$ cat config.mk
export PLATFORM = sky130hd
export DESIGN_NAME = preg_free_list
export DESIGN_NICKNAME = d
export VERILOG_FILES = /design/src/rtl/preg_free_list_pkg.sv /design/src/rtl/preg_free_list.sv
export SDC_FILE = /design/constraint.sdc
export NUM_CORES = 2
export LEC_CHECK = 0
export CAP_MARGIN = 20
export CORE_UTILIZATION = 45
export DETAILED_ROUTE_END_ITERATION = 8
export PLACE_DENSITY = 0.62
export SLEW_MARGIN = 25
export SYNTH_ARGS = -nofsm -noshare
export SYNTH_HDL_FRONTEND = slang
export SYNTH_SLANG_ARGS = --single-unit
$ cat constraint.sdc
create_clock -name clk -period 15.04 [get_ports clk]
set_input_delay 3.008 -clock clk [delete_from_list [all_inputs] [get_ports clk]]
set_output_delay 3.008 -clock clk [all_outputs]
set_load 0.005 [all_outputs]
$ cat src/rtl/preg_free_list_pkg.sv
// Shared physical-register constants and types for rename, dispatch and complete.
package preg_free_list_pkg;

  localparam int NUM_PREGS = 64;               // physical register count, power of two
  localparam int NUM_AREGS = 32;               // p0..p31 are RAT-mapped at reset
  localparam int PREG_W    = $clog2(NUM_PREGS);
  localparam int NUM_LANES = 2;                // rename / retire width

  typedef logic [PREG_W-1:0] preg_t;
  typedef logic [PREG_W:0]   cnt_t;

  // Number of pregs free straight out of reset.
  localparam cnt_t RESET_FREE = cnt_t'(NUM_PREGS - NUM_AREGS);

  // Reset contents of FIFO slot i: the unmapped pregs in ascending order.
  function automatic preg_t reset_slot(input int i);
    return (i < NUM_PREGS - NUM_AREGS) ? preg_t'(NUM_AREGS + i) : '0;
  endfunction

endpackage

$ cat src/rtl/preg_free_list.sv
// Free list for the 2-wide rename stage: a circular FIFO of free pregs plus a
// free bitmap that guards against double-free. Allocation is all-or-nothing
// and reads the FIFO combinationally; releases enqueue at the tail.
module preg_free_list
  import preg_free_list_pkg::*;
(
  input  logic              clk,
  input  logic              rst,
  input  logic              alloc_req_1,
  input  logic              alloc_req_2,
  output logic              alloc_grant,
  output logic [PREG_W-1:0] alloc_preg_1,
  output logic [PREG_W-1:0] alloc_preg_2,
  input  logic              rel_valid_1,
  input  logic [PREG_W-1:0] rel_preg_1,
  input  logic              rel_valid_2,
  input  logic [PREG_W-1:0] rel_preg_2,
  output logic [PREG_W:0]   free_count,
  output logic              empty,
  output logic              dfree_err
);

  // Storage: slot order is allocation order; bitmap[p]=1 means p sits in the FIFO.
  preg_t [NUM_PREGS-1:0] fifo;
  logic  [NUM_PREGS-1:0] bitmap;
  preg_t                 head;
  preg_t                 tail;

  // Per-lane views of the retire ports.
  logic  [NUM_LANES-1:0] rel_valid;
  preg_t [NUM_LANES-1:0] rel_preg;
  logic  [NUM_LANES-1:0] rel_acc;
  logic  [NUM_LANES-1:0] take;

  preg_t      head_p1;
  preg_t      wr_idx_2;
  logic [1:0] need;
  logic [1:0] need_g;
  logic [1:0] acc_n;
  logic       rel_rej;

  assign rel_valid = {rel_valid_2, rel_valid_1};
  assign rel_preg  = {rel_preg_2,  rel_preg_1};

  // Request size and combinational grant against the registered count only.
  always_comb begin
    need        = {1'b0, alloc_req_1} + {1'b0, alloc_req_2};
    alloc_grant = !rst && (cnt_t'(need) <= free_count);
    take        = {alloc_grant && alloc_req_2, alloc_grant && alloc_req_1};
    need_g      = alloc_grant ? need : 2'd0;
  end

  // Read ports: slot 1 takes the head; slot 2 takes head+1 only if slot 1 also asked.
  always_comb begin
    head_p1      = head + preg_t'(1);
    alloc_preg_1 = fifo[head];
    alloc_preg_2 = alloc_req_1 ? fifo[head_p1] : fifo[head];
  end

  // Release acceptance. The bitmap is the pre-allocation view, so a preg being
  // handed out this cycle still reads as free and its release is rejected.
  // Lane 2 loses to lane 1 when both name the same preg.
  always_comb begin
    rel_acc[0] = rel_valid[0] && (rel_preg[0] != '0) && !bitmap[rel_preg[0]];
    rel_acc[1] = rel_valid[1] && (rel_preg[1] != '0) && !bitmap[rel_preg[1]] &&
                 !(rel_acc[0] && (rel_preg[1] == rel_preg[0]));
    rel_rej    = (rel_valid[0] && !rel_acc[0]) || (rel_valid[1] && !rel_acc[1]);
    acc_n      = {1'b0, rel_acc[0]} + {1'b0, rel_acc[1]};
    wr_idx_2   = rel_acc[0] ? tail + preg_t'(1) : tail;
  end

  // FIFO contents and bitmap. Allocated bits were 1 and released bits were 0,
  // so the clears and sets below never target the same bit in one cycle.
  always_ff @(posedge clk or posedge rst) begin
    if (rst) begin
      for (int i = 0; i < NUM_PREGS; i++) begin
        fifo[i]   <= reset_slot(i);
        bitmap[i] <= (i >= NUM_AREGS);
      end
    end else begin
      if (take[0]) bitmap[alloc_preg_1] <= 1'b0;
      if (take[1]) bitmap[alloc_preg_2] <= 1'b0;
      if (rel_acc[0]) begin
        fifo[tail]           <= rel_preg[0];
        bitmap[rel_preg[0]]  <= 1'b1;
      end
      if (rel_acc[1]) begin
        fifo[wr_idx_2]       <= rel_preg[1];
        bitmap[rel_preg[1]]  <= 1'b1;
      end
    end
  end

  // Pointers and occupancy; the bitmap caps occupancy below NUM_PREGS, so the
  // tail can never lap the head.
  always_ff @(posedge clk or posedge rst) begin
    if (rst) begin
      head       <= '0;
      tail       <= preg_t'(NUM_PREGS - NUM_AREGS);
      free_count <= RESET_FREE;
    end else begin
      head       <= head + preg_t'(need_g);
      tail       <= tail + preg_t'(acc_n);
      free_count <= free_count - cnt_t'(need_g) + cnt_t'(acc_n);
    end
  end

  // Sticky double-free / illegal-release flag.
  always_ff @(posedge clk or posedge rst) begin
    if (rst)          dfree_err <= 1'b0;
    else if (rel_rej) dfree_err <= 1'b1;
  end

  assign empty = (free_count == '0);

endmodule

==> run summary <==
For this run, the register share of the synthesized area comes to 0.362. The required time of the critical path came out at 12030 ps. The post-route clock skew came out at 39.4 ps.

In this run, synthesis produced a sequential element count of around 470. The post-route fraction of the period consumed by the critical path is 0.603. The clock net sink count came out at 468. The final setup violation count came out at 0. The congestion estimate from routability-driven global placement came to slightly below 1.

The detail-routed net length per standard cell came out at 33.2 um. The critical path in this run is classified as input pin to primary output. The sum of overflow across all layers after global routing came out at 0. The ratio of routed vias to standard cells came out at 7.00.

The total power divided by cell area is ~240 nW/um^2. The number of routed nets with antenna violations is 0. For this run, the total global-route usage over all layers was measured as 0.335.

The starting density of the core came out at 0.457. Post-CTS timing repair inserted 0 buffers for setup. The most used flip-flop cell after synthesis is sky130_fd_sc_hd__dfrtp_1. The initial antenna violation count came to 0.

The headroom to the max-slew limit came out at 0.243. The quantity of gates resized following cts is 0. The end of the worst register-to-register path is bitmap[1]. Of the cells placed in the final design, the portion with a size suffix greater than 1 is 0.300. The worst-skew pair later-pin latency came out at between 600 and 700 ps. The reported max-cap violation count came out at 0. The maximum level of the CTS H-tree is 2. The worst hold path belongs to the class register to register. The setup slack of the most critical reg-to-reg path came out at just over 9000 ps.

The number of DRC violations after detailed-routing iteration 0 is 3505. The clock tree from TritonCTS is yes. The transition time at the pin with the least slew margin is between 1000 and 1500 ps. Walking the worst path, the cells encountered are clkdlybuf4s50_1 > o21ai_0 > a31oi_1 > o21ai_0 > o221ai_2 > clkdlybuf4s50_1.

At the placement stage, the worst setup path has a slack of between 6000 and 7000 ps. Detailed routing inserted a total of 26190 vias. The startpoint identified for the worst register-to-register timing path is head[0]. The internal power of the cells totals 0.00452 W.

The share of the synthesized area in the top cell type is 0.245. The largest total area in the synthesized netlist belongs to sky130_fd_sc_hd__dfrtp_1. The number of diodes is 0. The final core area utilization came out at 0.495. For this design the total switching power over the nets is about 0.0038 W.

CTS placed an instance of sky130_fd_sc_hd__clkbuf_16 at the clock tree root. The run finished with clean final reports. For the final routed database, the setup TNS stands at 0 ps. The leakage power figure is 15.2 nW. The clock transition at the register clock pins on the worst setup and hold paths after CTS is 60 ps. For this design, the CTS-stage hold fixing added 0 buffers. The number of buffers created by CTS is 55. Setup slack on the critical path of the routed design comes to between 5000 and 6000 ps. The count of distinct cell types in the synthesized netlist came out at between 100 and 150. The minimum period implied by the final worst setup slack came out at approximately 9100 ps.

The largest net degree at the start of global routing came out at 180. In this run the mean area of a mapped cell was 11.5 sq um. No sink is reached through more buffers than the 3 on the longest clock path. The worst supply voltage drop on vdd is 0.289 mV. The width of the chip came out at ~270 um. The worst setup path is launched from an input pin. The share of total power dissipated in the clock network is 0.169.

The number of cell rows came out at 98. The number of synthesized flops with an enable pin is 0. The combinational group share of total power is 0.551.

The number of global-route vias before repair came out at 26123. The number of remaining DRC errors is 0. The count of yosys warnings during synthesis came out at 0.

The synthesized netlist occupies a cell area of 32800 sq um. The arrival time at the worst endpoint came out at 6060 ps. Static timing analysis puts the maximum clock frequency at 110 MHz. The proportion of synthesized flip-flops having asynchronous set or reset came out at 1.00.

After synthesis, the cell types taking the most area are sky130_fd_sc_hd__dfrtp_1 (25%), sky130_fd_sc_hd__mux2i_1 (17%), sky130_fd_sc_hd__mux4_2 (13%). The overall die height is 272 um. The design draws 0.00837 W. The most critical setup path has its endpoint at alloc_preg_2[3]. The detailed-router iteration count before antenna repair came out at 6.

Of the total power, registers draw 0.280. Setup repair after global routing left no endpoint under its margin. After floorplanning, the core was sized to cover approximately 72000 sq um. The total die area is ~74000 sq um. The worst register-to-register path has a depth of 11. In this run the tool buffered the top-level ports with 39 buffer cells. The max-slew violation total from the final report came out at 0. The worst setup path is captured at a primary output. The switching power as a share of total power is 0.460. The final count of hold timing violations is 0. On the worst path, the slowest cell contributes a delay of 880 ps. The wire length of the first global-routing pass came out at ~180000 um. The number of cells on the worst hold path is 2. The maximum net fanout on the critical path is 16.

The half-perimeter wire length of the detailed placement result is 83900 um. The worst-path cell with the longest stage delay is sky130_fd_sc_hd__clkdlybuf4s50_1. The worst setup path startpoint is alloc_req_1. Summed over all layers, the routed wires come to 124000 um.

The net count after synthesis came out at 2901. The post-synthesis cell count came out at 2858. The area growth from synthesis to layout came out at 8.39%.

The number of nets in the final layout came out at between 2000 and 3000. Pin placement for this block handled 40 I/O pins.
==> layout by cell type (no fill, tap or decap), types with 20 or more instances in the layout <==
cell type / count
sky130_fd_sc_hd__inv_1: 31
sky130_fd_sc_hd__a21oi_1: 68
sky130_fd_sc_hd__mux4_2: 192
sky130_fd_sc_hd__mux2i_1: 566
sky130_fd_sc_hd__mux2_2: 235
sky130_fd_sc_hd__nand4_1: 30
sky130_fd_sc_hd__nand2_1: 188
sky130_fd_sc_hd__o21ai_0: 50
sky130_fd_sc_hd__dfstp_2: 146
sky130_fd_sc_hd__and3_1: 20
sky130_fd_sc_hd__nor3_1: 77
sky130_fd_sc_hd__and2_1: 27
sky130_fd_sc_hd__nand3_1: 67
sky130_fd_sc_hd__clkbuf_16: 55
sky130_fd_sc_hd__o221ai_1: 66
sky130_fd_sc_hd__ha_1: 20
sky130_fd_sc_hd__dfrtp_1: 319
sky130_fd_sc_hd__buf_4: 52
sky130_fd_sc_hd__nor2_1: 109
sky130_fd_sc_hd__clkdlybuf4s50_1: 29
==> critical path, delay by kind of cell <==
kind	cells	cell delay [ps]
AOI/OAI and AO/OA	4	1500
buffers and inverters	2	1530
==> worst min path at each step <==
stage	to	slack, ps	start
global placement	bitmap[55]	480	bitmap[55]
detailed placement	bitmap[55]	480	bitmap[55]
finish	bitmap[55]	490	bitmap[55]
CTS	bitmap[55]	490	bitmap[55]
global route	bitmap[55]	520	bitmap[55]
floorplan	bitmap[47]	460	bitmap[47]
==> state kept, by name, summed over array words and instances, names as in the netlist <==
name        count
fifo          384
bitmap         64
free_count      7
head            6
tail            6
dfree_err       1
==> power groups by stage <==
stage	registers, W	clock network, W	logic (W)
final	0.00234	0.00141	0.00461
after CTS	0.00232	0.00142	0.00450
after global placement	0.00230	0	0.00444
after global routing	0.00239	0.00147	0.00482
after detailed placement	0.00234	0	0.00449
after floorplan	0.00210	0	0.00310
==> Yosys cell counts (17+ instances only) <==
library cell and number:
sky130_fd_sc_hd__a21oi_1 68, sky130_fd_sc_hd__a22oi_1 19, sky130_fd_sc_hd__and2_1 27, sky130_fd_sc_hd__and3_1 20, sky130_fd_sc_hd__buf_2 59, sky130_fd_sc_hd__buf_4 19, sky130_fd_sc_hd__clkbuf_1 164, sky130_fd_sc_hd__dfrtp_1 322
sky130_fd_sc_hd__dfstp_2 146, sky130_fd_sc_hd__ha_1 21, sky130_fd_sc_hd__inv_1 35, sky130_fd_sc_hd__mux2_2 235, sky130_fd_sc_hd__mux2i_1 566, sky130_fd_sc_hd__mux4_2 192, sky130_fd_sc_hd__nand2_1 188, sky130_fd_sc_hd__nand2b_1 20
sky130_fd_sc_hd__nand3_1 67, sky130_fd_sc_hd__nand4_1 30, sky130_fd_sc_hd__nor2_1 110, sky130_fd_sc_hd__nor2_2 17, sky130_fd_sc_hd__nor2b_1 19, sky130_fd_sc_hd__nor3_1 77, sky130_fd_sc_hd__o211ai_1 18, sky130_fd_sc_hd__o21ai_0 50
sky130_fd_sc_hd__o221ai_1 68
==> kinds of logic (layout without fill, tap and decap cells) <==
| group | count (synthesis) | count (layout) | share of synthesized area |
|---|---|---|---|
| buffers and inverters | 304 | 237 | 0.0419 |
| and+or+nand+nor | 677 | 677 | 0.109 |
| adders and majority gates | 25 | 25 | 0.0104 |
| xor gates and xnor gates | 22 | 22 | 0.00587 |
| muxes | 999 | 999 | 0.387 |
| DFF | 468 | 468 | 0.362 |
| AOI/OAI and AO/OA | 363 | 363 | 0.0836 |
==> layout make-up <==
class                           instances  area, sq um
Timing Repair Buffer                   94          835
Sequential cell                       468        11900
Inverter                               42          161
Multi-Input combinational cell       2086        19600
Fill cell                            6342        36300
Clock buffer                           83         1650
Clock inverter                         18          215
Tap cell                              950         1190
==> metal layers <==
metal	wire [um]	global-route usage	share of wire	up-vias
met5	0	0	0	-
met4	7240	0.164	0.058	0
met3	12000	0.0719	0.097	396
met2	54400	0.502	0.44	1561
met1	50500	0.461	0.41	13574
li1	-	-	-	10659
==> per-stage QoR <==
step | hold WS, ps | instances | area [sq um]
after floorplan | 460 | 2858 | 32800
after global placement | 484 | 3639 | 33700
after detailed placement | 484 | 3639 | 33700
after CTS | 493 | 3740 | 35600
after global routing | 520 | 3741 | 35600
final | 493 | 3741 | 35600
Note: power is estimated with default switching activity, not from simulation.
